## src/rtl/result_pipe_chain.sv

```systemverilog
// result_pipe_chain: post-execute pipeline chain from execute to register-file
// write-back. It has a configurable number of stages, a per-entry valid bit,
// a whole-chain freeze, an entry flush, and load-data substitution at
// LOAD_STAGE. It also provides a two-port forwarding lookup with load-use
// hazard detection.
module result_pipe_chain #(
    parameter int unsigned WORD_LEN     = 32,
    parameter int unsigned REG_ADDR_LEN = 5,
    parameter int unsigned DEPTH        = 2,
    parameter int unsigned LOAD_STAGE   = 1
) (
    input  logic                    clk,
    input  logic                    rst,
    input  logic                    freeze,
    input  logic                    flush,
    input  logic                    in_valid,
    input  logic                    in_wb_en,
    input  logic                    in_mem_r_en,
    input  logic [REG_ADDR_LEN-1:0] in_dest,
    input  logic [WORD_LEN-1:0]     in_data,
    output logic                    mem_ren,
    output logic [WORD_LEN-1:0]     mem_addr,
    input  logic [WORD_LEN-1:0]     mem_rdata,
    output logic                    wb_valid,
    output logic                    wb_en,
    output logic [REG_ADDR_LEN-1:0] wb_dest,
    output logic [WORD_LEN-1:0]     wb_data,
    input  logic [REG_ADDR_LEN-1:0] src1,
    input  logic [REG_ADDR_LEN-1:0] src2,
    output logic                    fwd1_hit,
    output logic                    fwd2_hit,
    output logic [WORD_LEN-1:0]     fwd1_data,
    output logic [WORD_LEN-1:0]     fwd2_data,
    output logic                    hazard,
    output logic [31:0]             retired
);

    logic                    stage_valid    [DEPTH];
    logic                    stage_wb_en    [DEPTH];
    logic                    stage_mem_r_en [DEPTH];
    logic [REG_ADDR_LEN-1:0] stage_dest     [DEPTH];
    logic [WORD_LEN-1:0]     stage_data     [DEPTH];

    logic stall1;
    logic stall2;

    // Stage registers and retire counter: reset > freeze > flush > advance.
    always_ff @(posedge clk) begin
        if (!rst) begin
            for (int unsigned s = 0; s < DEPTH; s++) begin
                stage_valid[s]    <= 1'b0;
                stage_wb_en[s]    <= 1'b0;
                stage_mem_r_en[s] <= 1'b0;
                stage_dest[s]     <= '0;
                stage_data[s]     <= '0;
            end
            retired <= '0;
        end else if (!freeze) begin
            if (stage_valid[DEPTH-1] && stage_wb_en[DEPTH-1]) begin
                retired <= retired + 32'd1;
            end
            if (flush) begin
                stage_valid[0]    <= 1'b0;
                stage_wb_en[0]    <= 1'b0;
                stage_mem_r_en[0] <= 1'b0;
                stage_dest[0]     <= '0;
                stage_data[0]     <= '0;
            end else begin
                stage_valid[0]    <= in_valid;
                stage_wb_en[0]    <= in_wb_en;
                stage_mem_r_en[0] <= in_mem_r_en;
                stage_dest[0]     <= in_dest;
                stage_data[0]     <= in_data;
            end
            for (int unsigned s = 1; s < DEPTH; s++) begin
                stage_valid[s]    <= stage_valid[s-1];
                stage_wb_en[s]    <= stage_wb_en[s-1];
                stage_mem_r_en[s] <= stage_mem_r_en[s-1];
                stage_dest[s]     <= stage_dest[s-1];
                if (s == LOAD_STAGE && stage_valid[s-1] && stage_mem_r_en[s-1]) begin
                    stage_data[s] <= mem_rdata;
                end else begin
                    stage_data[s] <= stage_data[s-1];
                end
            end
        end
    end

    // Memory port and write-back view of the chain.
    always_comb begin
        mem_ren  = stage_valid[LOAD_STAGE-1] & stage_mem_r_en[LOAD_STAGE-1] & ~freeze;
        mem_addr = stage_data[LOAD_STAGE-1];
        wb_valid = stage_valid[DEPTH-1];
        wb_en    = stage_wb_en[DEPTH-1];
        wb_dest  = stage_dest[DEPTH-1];
        wb_data  = stage_data[DEPTH-1];
    end

    // Forwarding lookup. Stages are scanned oldest to youngest so that the
    // youngest match overwrites older ones. An unloaded load stalls instead of hitting.
    always_comb begin
        int unsigned idx;
        fwd1_hit  = 1'b0;
        fwd1_data = '0;
        stall1    = 1'b0;
        fwd2_hit  = 1'b0;
        fwd2_data = '0;
        stall2    = 1'b0;
        idx       = 0;
        for (int unsigned i = 0; i < DEPTH; i++) begin
            idx = DEPTH - 1 - i;
            if (stage_valid[idx] && stage_wb_en[idx] && src1 != '0 && stage_dest[idx] == src1) begin
                if (idx < LOAD_STAGE && stage_mem_r_en[idx]) begin
                    fwd1_hit  = 1'b0;
                    fwd1_data = '0;
                    stall1    = 1'b1;
                end else begin
                    fwd1_hit  = 1'b1;
                    fwd1_data = stage_data[idx];
                    stall1    = 1'b0;
                end
            end
            if (stage_valid[idx] && stage_wb_en[idx] && src2 != '0 && stage_dest[idx] == src2) begin
                if (idx < LOAD_STAGE && stage_mem_r_en[idx]) begin
                    fwd2_hit  = 1'b0;
                    fwd2_data = '0;
                    stall2    = 1'b1;
                end else begin
                    fwd2_hit  = 1'b1;
                    fwd2_data = stage_data[idx];
                    stall2    = 1'b0;
                end
            end
        end
    end

    assign hazard = stall1 | stall2;

endmodule

```

## config.mk

```make
export PLATFORM = sky130hd
export DESIGN_NAME = result_pipe_chain
export DESIGN_NICKNAME = d
export VERILOG_FILES = /design/src/rtl/result_pipe_chain.sv
export SDC_FILE = /design/constraint.sdc
export NUM_CORES = 1
export LEC_CHECK = 0
export ABC_AREA = 1
export BUFFER_PORTS_ARGS = -buffer_cell sky130_fd_sc_hd__buf_2
export CAP_MARGIN = 30
export CORE_MARGIN = 5
export CORE_UTILIZATION = 45
export CTS_CLUSTER_DIAMETER = 40
export DETAILED_ROUTE_END_ITERATION = 6
export GPL_TIMING_DRIVEN = 0
export PLACE_DENSITY_LB_ADDON = 0.2
export SLEW_MARGIN = 20
export SYNTH_ARGS = -nofsm -noshare
export SYNTH_HDL_FRONTEND = slang
export SYNTH_SLANG_ARGS = --single-unit
```

## constraint.sdc

```tcl
create_clock -name clk -period 3.22 [get_ports clk]
set_clock_uncertainty 0.1 [all_clocks]
set_input_delay 0.161 -clock clk [delete_from_list [all_inputs] [get_ports clk]]
set_output_delay 0.161 -clock clk [all_outputs]
set_load 0.05 [all_outputs]
```

==> key figures <==
Detailed routing
  • Iteration count of the initial detailed-routing pass: 4
  • Vias/cell: 5.09
  • Via count: 7087
  • Post-route ant nets: 0
  • Drt drc: 0
  • Routed WL per cell: 16.2 um
  • First DRT Iteration DRCs: ~550
  • Total Routed Length: 22.6 mm

Yosys
  • Library cells used by synthesis: 30
  • Asr flop ratio synth: 0%
  • Synth Flop Type: edfxtp_1
  • Synth Area in Compound Gates: under 10%
  • Synthesized instance count: between 900 and 1000
  • Post-synthesis register bit count: 111
  • Synth Area in Adders: 0.186%
  • Sequential share of the synthesized area: 44.8%
  • Multiplexer share of the synthesized area: 0%
  • Main combinational cell family by area after synthesis: simple AND/OR/NAND/NOR gates
  • Post-synth EDFFs: 79
  • Total number of yosys warnings: 0
  • Post-synthesis xor/xnor area fraction: 1.30%
  • Simple-gate share of the synthesized area: 37.0%
  • Synthesized area: 0.00673 mm2
  • Syn Area/Cell: 7.28 um2
  • Mapped Nets: 1011

Layout
  • Area growth syn-to-layout: 28.5%
  • Multi-input gate area: 0.00294 mm2
  • Non-filler cells, final: 1391
  • Most frequent cells in the layout: buf_2, nand2_1, nand3_1
  • Share of layout cells above drive strength 1: 31.1%
  • # fillers: 1418
  • FF/Latch Area: 0.00301 mm2
  • Fin nets: between 1000 and 1500
  • Commonest non-fill, non-tap cell in the layout: buf_2

Placement
  • Dpl cells: 1364
  • # port buffers: 255
  • HPWL after DPL: 17.3 mm
  • Global placement routability congestion: 0.939

Setup path
  • Crit-path leading delay family: simple AND/OR/NAND/NOR gates
  • Critical Path Source Type: register
  • Worst Setup SP: stage_valid[0][1]
  • Critical path required time: between 2 and 3 ns
  • FF-to-FF Start: stage_mem_r_en[0]
  • Crit path depth: 10
  • CP max FO: 10
  • R2R Path End: stage_data[1][16]
  • Critical Path Max Stage Delay: 0.38 ns
  • Crit path arrival time: 2.27 ns
  • Crit path cell chain: nand2_1 -> inv_1 -> nand2_1 -> nor2_1 -> nand3b_1 -> nor2_2 -> buf_2 -> nand3_1 -> nand2_1 -> buf_2
  • Worst setup endpoint: fwd2_data[22]
  • Most frequent CP cell: nand2_1
  • Crit path max-delay cell type: edfxtp_1
  • R2r setup slk: 1.31 ns
  • Worst Setup End Kind: output port
  • WP buf/inv: 3
  • Crit Path Class: register to output port
  • Reg2reg path depth: 6

STA
  • Headroom to the max-slew limit: 51.6%
  • Worst Tran Pin Value: 0.726 ns
  • Final Hold Vio Count: 0
  • Final slew viol count: 0
  • Max frequency: a little under 400 MHz
  • Unrepaired setup endpoints after global routing: no
  • Min Tclk post-route: 2.54 ns
  • Post-route setup TNS: 0 ns
  • Final setup violation count: 0
  • Period Utilization, post-route: 78.7%

Pwr
  • Worst VDD drop: 288 uV
  • Pwr dens: 391 mW/mm2
  • Pleak: 0.00440 uW
  • Pwr Total: 3380 uW

Status
  • Outcome: finished clean

Clock network
  • Inserted Clock Buffers: 9
  • Clk root buf: clkbuf_16
  • CTS clk-pin slew, worst paths: 0.07 ns
  • CTS max path bufs: 2
  • H-tree levels: 3
  • CTS sink cnt: 111
  • Postcts setup bufs: 0
  • CTS tree: yes
  • Worst-Skew Late Latency: 0.35 ns
  • CTS resizes: 0

Global route
  • Largest net degree at the start of global routing: 53
  • Initial antenna violation count: 2
  • First-pass GRT wire length: roughly 35 mm
  • Global route overflow: 0
  • Vias in the first global route: 6596
  • Total track usage: 24.9%

Floorplan
  • Rows: 44
  • Die footprint: 0.0175 mm2
  • Die Ht: 132 um
  • Io pins: 257
  • Die W: 132 um
  • Starting Density: a little under half
  • Core ar.: 0.0146 mm2

Flow run
  • Max_cap viols: 0

Hold path
  • Hold wc startpoint: in_data[31]
  • HP Class: input port to register
area by class of cell:
class | instances | area share (%)
sequential | 111 | 34.9
multi-input combinational | 632 | 34.1
timing repair buffer | 266 | 16.2
inverter | 131 | 5.69
buffer | 50 | 3.29
clock buffer | 11 | 2.69
tap | 184 | 2.66
clock inverter | 5 | 0.565
antenna | 1 | 0.0290
through the flow:
| step | hold slack (ns) | util, % | area (um2) | setup slack [ns] |
|---|---|---|---|---|
| after floorplan | 0.275 | - | 6730 | 0.201 |
| after global placement | 0.360 | 56.4 | 8230 | -1.14 |
| after CTS | 0.000422 | 59.2 | 8640 | 0.669 |
| after global routing | 0.00704 | 59.2 | 8640 | 0.417 |
| final | 0.00674 | 59.2 | 8640 | 0.685 |
| after detailed placement | 0.364 | 56.6 | 8260 | 0.758 |
report_power, final:
part	switching (uW)	leakage [uW]	internal [uW]	total, uW
registers	48.7	0.00113	1600	1650
clock network	520	0.000137	598	1120
logic	455	0.00314	152	607
total	1020	0.00440	2350	3380
logic make-up (layout without fill, tap and decap cells):
| group | after synthesis | count (layout) |
|---|---|---|
| buf+inv | 181 | 463 |
| compound gates | 68 | 68 |
| simple gates | 553 | 553 |
| fa+ha+maj | 1 | 1 |
| xor+xnor | 10 | 10 |
| other cells | 0 | 1 |
| flops | 111 | 111 |
worst register-to-register path, cell delays in order (launching register included):
cell and delay (ns):
edfxtp_1 0.32, buf_2 0.23, nand2_1 0.10, nor2_1 0.44
buf_2 0.34, nand3_1 0.10, o21ai_0 0.10
cells in the mapped netlist, types with 4 or more instances:
library cell  instances  share of area (%)
dfxtp_1              32                9.5
nand4_1              11                1.0
nor2_4                5               0.84
clkbuf_1             11               0.61
a21oi_1              19                1.4
xor2_1                7               0.91
inv_1               121                6.8
inv_2                 9               0.50
nand3_1             153                 11
nor2_2               47                4.4
edfxtp_1             79                 35
buf_2                26                1.9
nor2_1              115                6.4
o21ai_0              44                3.3
buf_6                 4               0.67
nand2_1             207                 12
buf_4                 9                1.0
routing by layer:
metal | track usage (%) | vias to the layer above | wire, um
met3 | 6.15 | 42 | 2040
li1 | - | 3499 | -
met1 | 33.4 | 3219 | 9350
met4 | 7.52 | 2 | 574
met5 | 0 | - | 18
met2 | 39.8 | 325 | 10600
timing repair:
item / 4_1_cts / 5_1_grt
endpoints found under the setup margin: 0 / 0
endpoints found under the hold margin: 10 / 0
hold buffers: 10 / 0
flip-flops by register name (all words and copies together) (netlist names):
signal          flops
stage_data         64
retired            32
stage_dest         10
stage_valid         2
stage_wb_en         2
stage_mem_r_en      1
worst min-delay path by stage:
stage               cells after the start  slack (ns)           endpoint
floorplan                               2        0.27   stage_data[0][0]
global placement                        3        0.36  stage_data[0][26]
detailed placement                      3        0.36  stage_data[0][17]
CTS                                     3      0.0004  stage_data[0][15]
global route                            3       0.007  stage_data[0][15]
finish                                  3       0.007  stage_data[0][31]
(Power assumes the default switching activity.)
